### config.mk
export PLATFORM = sky130hd
export DESIGN_NAME = z80_bus_cycle_ctrl
export DESIGN_NICKNAME = d
export VERILOG_FILES = /design/src/rtl/z80_pkg.sv /design/src/rtl/z80_bus_strobe_decode.sv /design/src/rtl/z80_bus_cycle_ctrl.sv
export SDC_FILE = /design/constraint.sdc
export NUM_CORES = 1
export LEC_CHECK = 0
export ABC_AREA = 1
export BUFFER_PORTS_ARGS = -buffer_cell sky130_fd_sc_hd__buf_4
export CAP_MARGIN = 20
export CORE_MARGIN = 5
export CORE_UTILIZATION = 30
export DETAILED_ROUTE_END_ITERATION = 8
export PLACE_DENSITY = 0.58
export SYNTH_ARGS = -nofsm -noshare
export SYNTH_HDL_FRONTEND = slang
export SYNTH_HIERARCHICAL = 1
export SYNTH_SLANG_ARGS = --single-unit
### constraint.sdc
create_clock -name clk -period 1.9 [get_ports clk]
set_clock_uncertainty 0.1 [all_clocks]
set_input_delay 0.095 -clock clk [delete_from_list [all_inputs] [get_ports clk]]
set_output_delay 0.095 -clock clk [all_outputs]
set_load 0.1 [all_outputs]
### src/rtl/z80_pkg.sv
// rtl/z80_pkg.sv - shared types for the z80 bus cycle sequencer
package z80_pkg;

  typedef enum logic [2:0] {
    FETCH  = 3'd0,
    MEM_RD = 3'd1,
    MEM_WR = 3'd2,
    IO_RD  = 3'd3,
    IO_WR  = 3'd4
  } bus_cycle_t;

  typedef enum logic [2:0] {
    IDLE = 3'd0,
    T1   = 3'd1,
    T2   = 3'd2,
    TWA  = 3'd3,
    TW   = 3'd4,
    T3   = 3'd5,
    T4   = 3'd6
  } tstate_t;

  // Pin strobes plus internal decode flags (use_rfsh selects the refresh
  // address, last marks the final T-state of a cycle).
  typedef struct packed {
    logic m1_l;
    logic mreq_l;
    logic iorq_l;
    logic rd_l;
    logic wr_l;
    logic rfsh_l;
    logic addr_drive;
    logic data_drive;
    logic use_rfsh;
    logic last;
  } strobe_t;

  localparam strobe_t STROBE_IDLE = '{
    m1_l: 1'b1, mreq_l: 1'b1, iorq_l: 1'b1, rd_l: 1'b1, wr_l: 1'b1,
    rfsh_l: 1'b1, addr_drive: 1'b0, data_drive: 1'b0, use_rfsh: 1'b0,
    last: 1'b0
  };

  function automatic logic is_valid_cycle(input logic [2:0] t);
    return t <= 3'd4;
  endfunction

  function automatic logic is_read(input bus_cycle_t c);
    return (c == FETCH) || (c == MEM_RD) || (c == IO_RD);
  endfunction

  function automatic logic is_io(input bus_cycle_t c);
    return (c == IO_RD) || (c == IO_WR);
  endfunction

endpackage

### src/rtl/z80_bus_strobe_decode.sv
// rtl/z80_bus_strobe_decode.sv - combinational (tstate, cycle) to strobe decode
module z80_bus_strobe_decode
  import z80_pkg::*;
(
  input  tstate_t    tstate,
  input  bus_cycle_t cycle,
  output strobe_t    strobes
);

  // Moore decode: every strobe is a pure function of T-state and cycle type
  always_comb begin
    strobes = STROBE_IDLE;
    strobes.addr_drive = (tstate != IDLE);
    case (cycle)
      FETCH: begin
        case (tstate)
          T1, T2, TW: begin
            strobes.m1_l   = 1'b0;
            strobes.mreq_l = 1'b0;
            strobes.rd_l   = 1'b0;
          end
          T3: begin
            strobes.mreq_l   = 1'b0;
            strobes.rfsh_l   = 1'b0;
            strobes.use_rfsh = 1'b1;
          end
          T4: begin
            strobes.rfsh_l   = 1'b0;
            strobes.use_rfsh = 1'b1;
            strobes.last     = 1'b1;
          end
          default: ;
        endcase
      end
      MEM_RD: begin
        case (tstate)
          T1, T2, TW: begin
            strobes.mreq_l = 1'b0;
            strobes.rd_l   = 1'b0;
          end
          T3: strobes.last = 1'b1;
          default: ;
        endcase
      end
      MEM_WR: begin
        case (tstate)
          T1: begin
            strobes.mreq_l     = 1'b0;
            strobes.data_drive = 1'b1;
          end
          T2, TW: begin
            strobes.mreq_l     = 1'b0;
            strobes.wr_l       = 1'b0;
            strobes.data_drive = 1'b1;
          end
          T3: begin
            strobes.data_drive = 1'b1;
            strobes.last       = 1'b1;
          end
          default: ;
        endcase
      end
      IO_RD, IO_WR: begin
        case (tstate)
          T1: strobes.data_drive = (cycle == IO_WR);
          T2, TWA, TW: begin
            strobes.iorq_l     = 1'b0;
            strobes.rd_l       = (cycle != IO_RD);
            strobes.wr_l       = (cycle != IO_WR);
            strobes.data_drive = (cycle == IO_WR);
          end
          T3: begin
            strobes.data_drive = (cycle == IO_WR);
            strobes.last       = 1'b1;
          end
          default: ;
        endcase
      end
      default: ;
    endcase
  end

endmodule

### src/rtl/z80_bus_cycle_ctrl.sv
// rtl/z80_bus_cycle_ctrl.sv - z80 machine-cycle sequencer (FSM, auto-wait, request/rdata regs)
module z80_bus_cycle_ctrl
  import z80_pkg::*;
#(
  parameter int IO_AUTO_WAIT = 1
) (
  input  logic        clk,
  input  logic        rst_L,
  input  logic        req_valid,
  output logic        req_ready,
  input  logic [2:0]  req_type,
  input  logic [15:0] req_addr,
  input  logic [7:0]  req_wdata,
  input  logic [15:0] rfsh_addr,
  output logic        done,
  output logic [7:0]  rdata,
  input  logic [7:0]  data_in,
  input  logic        WAIT_L,
  output logic [15:0] addr_out,
  output logic        addr_drive,
  output logic [7:0]  data_out,
  output logic        data_drive,
  output logic        M1_L,
  output logic        MREQ_L,
  output logic        IORQ_L,
  output logic        RD_L,
  output logic        WR_L,
  output logic        RFSH_L
);

  localparam logic       HAS_TWA  = (IO_AUTO_WAIT > 0);
  localparam logic [1:0] TWA_INIT = 2'((IO_AUTO_WAIT > 0) ? IO_AUTO_WAIT - 1 : 0);

  tstate_t     state;
  bus_cycle_t  cycle_q;
  logic [15:0] addr_q;
  logic [15:0] addr_hold;
  logic [7:0]  wdata_q;
  logic [7:0]  rdata_q;
  logic [1:0]  twa_cnt;
  strobe_t     strb;
  logic        start_ok;
  logic        sample_now;
  logic [15:0] cur_addr;

  z80_bus_strobe_decode u_decode (
    .tstate  (state),
    .cycle   (cycle_q),
    .strobes (strb)
  );

  assign req_ready = (state == IDLE) || strb.last;
  // Reserved types are consumed by the handshake but never start a cycle
  assign start_ok  = req_valid && req_ready && is_valid_cycle(req_type);
  // WAIT_L is honoured on the edge leaving T2 (mem) or the last auto-wait (IO)
  assign sample_now = (state == TW)
                   || (state == T2 && !(is_io(cycle_q) && HAS_TWA))
                   || (state == TWA && twa_cnt == 2'd0);

  assign cur_addr   = strb.use_rfsh ? rfsh_addr : addr_q;
  assign addr_out   = strb.addr_drive ? cur_addr : addr_hold;
  assign addr_drive = strb.addr_drive;
  assign data_out   = wdata_q;
  assign data_drive = strb.data_drive;
  assign done       = strb.last;
  assign rdata      = rdata_q;
  assign M1_L       = strb.m1_l;
  assign MREQ_L     = strb.mreq_l;
  assign IORQ_L     = strb.iorq_l;
  assign RD_L       = strb.rd_l;
  assign WR_L       = strb.wr_l;
  assign RFSH_L     = strb.rfsh_l;

  // T-state sequencer with request capture, auto-wait count and read latch
  always_ff @(posedge clk or negedge rst_L) begin
    if (!rst_L) begin
      state     <= IDLE;
      cycle_q   <= FETCH;
      addr_q    <= 16'h0000;
      addr_hold <= 16'h0000;
      wdata_q   <= 8'h00;
      rdata_q   <= 8'h00;
      twa_cnt   <= 2'd0;
    end else begin
      if (state != IDLE) addr_hold <= cur_addr;
      if (start_ok) begin
        cycle_q <= bus_cycle_t'(req_type);
        addr_q  <= req_addr;
        wdata_q <= req_wdata;
      end
      if (sample_now && WAIT_L && is_read(cycle_q)) rdata_q <= data_in;
      case (state)
        IDLE: if (start_ok) state <= T1;
        T1:   state <= T2;
        T2: begin
          if (is_io(cycle_q) && HAS_TWA) begin
            state   <= TWA;
            twa_cnt <= TWA_INIT;
          end else begin
            state <= WAIT_L ? T3 : TW;
          end
        end
        TWA: begin
          if (twa_cnt == 2'd0) state <= WAIT_L ? T3 : TW;
          else twa_cnt <= twa_cnt - 2'd1;
        end
        TW:   if (WAIT_L) state <= T3;
        T3: begin
          if (cycle_q == FETCH) state <= T4;
          else state <= start_ok ? T1 : IDLE;
        end
        T4:      state <= start_ok ? T1 : IDLE;
        default: state <= IDLE;
      endcase
    end
  end

endmodule

# After elaboration in Yosys (flattened, before gate mapping)
# Index checks and enable logic that the tools add are counted.
# totals
reg_bits	56
word_cells	88
input_bits	55
output_inout_bits	42
# classes
add_sub_neg	1
eq_ne	17
reduce_logical	30
muxes	32
n_lt_le_gt_ge	1
# ops
op	n
16-bit 2-to-1 mux	2
3-bit case mux with 7 select lines	1
3-bit 2-to-1 mux	6
1-bit 2-to-1 mux	15
3-bit by 2-bit equality test with 1-bit output (second input constant)	4
3-bit equality test (second input constant)	4
1-bit case mux with 2 select lines	5
2-bit OR reduction	5
4-bit OR reduction	2
3-bit by 1-bit equality test with 1-bit output (second input constant)	2
1-bit logical AND	6
3-bit zero test	2
1-bit logical OR	6
2-bit != test (second input constant)	3
3-bit AND reduction	2
3-bit OR reduction	2
5-bit OR reduction	1
2-bit 2-to-1 mux	2
2-bit by 1-bit != test with 1-bit output (second input constant)	2
2-bit case mux with 2 select lines	1
3-bit less-or-equal comparator (second input constant)	1
3-bit by 2-bit != test with 1-bit output (second input constant)	1
3-bit != test (second input constant)	1
3-bit nonzero test	1
4 further kinds	4

# Logic depth before layout (Yosys ltp)
# depth
depth_word	9
depth_mapped	12
mapped_depth_nobuf	11

# Hierarchy
# The synthesis kept the hierarchy.
# by_module_without_submodules
module	n_inst	cells_each	area_per_inst_um2	seq_area_each_um2
z80_bus_cycle_ctrl	1	355	2820.2	1401.3
z80_bus_strobe_decode	1	56	250.2	0.0

# Worst setup path after synthesis
# OpenSTA, ideal clock, no wires.
# synth_timing
kind	reg-to-output
startpoint	register cycle_q[1]
endpoint	output port req_ready
path_stages_with_launch	6
t_arrival_ns	3.799
setup_slack_ns	-2.094
n_path_buf	0
required_time_ns	1.705
cell_sequence	dfrtp_1 nor2_1 nand3_1 o21ai_0 a21oi_4 inv_1
# synth_via
elab_chain_cells	4
word_cells_on_any_way	8
classes_between	eq/ne: 4; mux: 1; reduce/logical: 3
# synth_lines
item	line_no	source
start, declared	z80_bus_cycle_ctrl.sv:35	bus_cycle_t cycle_q;
start signal, assigned	z80_bus_cycle_ctrl.sv:87	cycle_q <= bus_cycle_t'(req_type);
3-bit by 1-bit equality test with 1-bit output, or another cell as far along	z80_bus_strobe_decode.sv:14	case (cycle)
4-bit OR reduction (no source line)	-	
1-bit case mux with 2 select lines *	z80_bus_strobe_decode.sv:14	
named net done	z80_bus_cycle_ctrl.sv:15	output logic done,
1-bit logical OR *	z80_bus_cycle_ctrl.sv:52	assign req_ready = (state == IDLE) || strb.last;
end, declared	z80_bus_cycle_ctrl.sv:10	output logic req_ready,
# Mark *: on every way through the listed nets, which the timed path passes. The rest lies on a longest branch.

==> impl_metrics.tcl <==
set metrics [dict create \
    status "finished with violations" \
    failed_checks "setup timing" \
    synth_top_area_share_pct 45.64 \
    layout_commonest_cell "nand2_1" \
    required_ns 1.70 \
    cpMostUsedCell "buf_12" \
    die_w_um 111.2 \
    synth_nets 467 \
    hold_viol 0 \
    ys.flop_type "dfrtp_1" \
    path_delay_family "buffers and inverters" \
    start_util_pct 30.29 \
    core_region_area_sq_mm 0.01014 \
    drt_iter0_markers 204 \
    routed_wl_mm 10.06 \
    slowest_delay_ns 0.44 \
    ioPinCount 97 \
    cp-end-kind "primary output" \
    synth-edff-count 0 \
    h-tree-depth 2 \
    timing.critical_path.buf_inv 3 \
    clkTransAtPathRegs_ns 0.11 \
    antenna_left 0 \
    path_class "reg2out" \
    worst_pin_slew_ns 0.5103 \
    cts_buffers 5 \
    final_layout_size_suffix_gt1_share_pct 45.25 \
    crit_chain "nor2_4, nand3_4, a21oi_4, buf_12, clkbuf_16, nand2_1, o21ai_2, nand2_2, o21ai_4, buf_12" \
    grt_first_pass_wirelength_mm 14.26 \
    wl_per_cell_um 14.06 \
    dr.pass1.iters 4 \
    period_minus_slack_ns 2.132 \
    max_slew_margin_pct 65.98 \
    vias 3230 \
    netlist_instances 411 \
    critPathMaxFanout 8 \
    drv_slew 0 \
    reg2reg_slack_ns -0.14 \
    r2r_end "addr_q[5]" \
    cp.arrival_ns 1.94 \
    cp.depth 10 \
    setup.worst_path.end "addr_out[13]" \
    layout_common_cells "nand2_1, buf_4, inv_1" \
    reg2regPathDepth 12 \
    root_buffer "clkbuf_8" \
    die_area_sq_mm 0.01236 \
    row_count 37 \
    first_global_vias 2976 \
    place_hpwl_mm 6.030 \
    yosys-top-cells-area "dfrtp_1, nand2_1, o21ai_0" \
    syn-cell-area_sq_mm 0.003070 \
    cts_max_path_buffers 2 \
    gr-total-overflow 0 \
    hold_class "in2reg" \
    place_congestion 0.8331 \
    clk_latency_ns 0.31 \
    maxCapViolCount 0 \
    grtUsageTotal_pct 13.61 \
    dieHeight_um 111.2 \
    synth_cell_types 25 \
    placed_area_sq_mm 0.004297 \
    critical_path.startpoint "cycle_q[1]" \
    area_delta_synth_final_pct 82.64 \
    fin_area_sq_mm 0.005608 \
    setup_viol 46 \
    diodes 0 \
    antenna_found_initial 0 \
    synth_seq_cells 56 \
    max_freq_mhz 469.1 \
    yosysSeqAreaShare_pct 45.64 \
    syn_area_per_cell_sq_um 7.471 \
    rsz0062_at_grt "yes" \
    ys_async_sr_fraction_pct 100.0 \
    nets 634 \
    fin_tns_setup_ns -6.273 \
    synth_top_cell_by_area "dfrtp_1" \
    grt_max_degree 39 \
    cts_tree "done" \
    crit_path_top_delay_cell "dfrtp_2" \
    clock-sinks 56 \
    io_buffers 96 \
    worstSetupStartpointType "flip-flop" \
    worstReg2RegStart "cycle_q[1]" \
    vias_per_cell 4.517 \
    ys_warn_count 6 \
    setup_slack_ns -0.2319 \
    finalCritPeriodShare_pct 112.2 \
    drc 0 \
]
worst reg2reg max path, stage by stage (launching register included):
cell and delay, ns:
dfrtp_2 0.44, nor2_4 0.15, nand3_4 0.09, buf_4 0.14, buf_4 0.13, o21ai_4 0.17
a21oi_4 0.06, buf_6 0.12, nor2_4 0.15, buf_12 0.17, clkbuf_16 0.16, nand2_1 0.05
o21ai_1 0.07
synthesized netlist by cell type, types with 2 or more instances:
library cell  number
buf_1              2
nand2_2            2
buf_6              5
o21ai_0           43
nor2_1            17
nand2_1          143
a21oi_1            2
o21ai_2           14
nand4_1            3
inv_2              5
nor2_4             3
nand3_2            2
dfrtp_1           56
buf_2              4
o21ai_1           18
inv_1             57
nand3_1           23
clkbuf_1           4
nor2_2             2
layout make-up:
| class | instances | area (sq um) |
|---|---|---|
| Clock inverter | 3 | 27.53 |
| Tap cell | 136 | 170.2 |
| Clock buffer | 5 | 68.82 |
| Inverter | 62 | 244.0 |
| Sequential cell | 56 | 1406 |
| Multi-Input combinational cell | 279 | 1767 |
| Fill cell | 868 | 4531 |
| Timing Repair Buffer | 174 | 1924 |
logic make-up (layout without fill, tap and decap cells):
kind of cell | Yosys count | count (layout) | synth area share, %
flops | 56 | 56 | 45.64
compound gates | 80 | 80 | 15.73
simple gates | 197 | 198 | 27.42
buf+inv | 77 | 244 | 10.80
fa+ha+maj | 1 | 1 | 0.4074
layer usage:
metal	part of all wire [%]	global-route usage (%)	wire length, um
met2	52	22.60	5190
met4	0.84	2.676	84
met5	0	0	0
met3	4.8	3.493	485
met1	43	18.02	4294
worst min-delay path by stage:
stage,start,endpoint,cells after the start
3_5_place_dp,rst_L,addr_q[3],1
6_report,rfsh_addr[14],addr_hold[14],5
5_1_grt,rfsh_addr[2],addr_hold[2],5
3_3_place_gp,rst_L,addr_q[3],1
2_1_floorplan,rst_L,addr_hold[0],0
4_1_cts,rfsh_addr[9],addr_hold[9],5
through the flow:
step                instances  worst slack (ns)  hold slack [ns]  util (%)
floorplan                 411           -0.1763          -0.3006         -
finish                    715           -0.2319          0.01297     55.31
global route              715           -0.3157          0.01949     55.31
detailed placement        648           0.02002          0.01208     42.38
global placement          648           0.03201         0.005634     42.38
CTS                       693           -0.2279          0.02415     49.19
state kept, by name, indices dropped and copies added (netlist names):
| register | flops |
|---|---|
| addr_hold | 16 |
| addr_q | 16 |
| data_out | 8 |
| rdata | 8 |
| cycle_q | 3 |
| state | 3 |
| twa_cnt | 2 |
timing repair:
action / in CTS / in global routing
setup buffers: 1 / 11
endpoints found under the setup margin: 20 / 50
hold buffers: 36 / 0
pin swaps: 0 / 7
gates resized for setup: 58 / 102
endpoints found under the hold margin: 70 / 0
gates cloned: 0 / 12
Power is left out: the tool's default activity adds up to more than one toggle a clock period on the data nets, which glitch-free logic cannot reach.
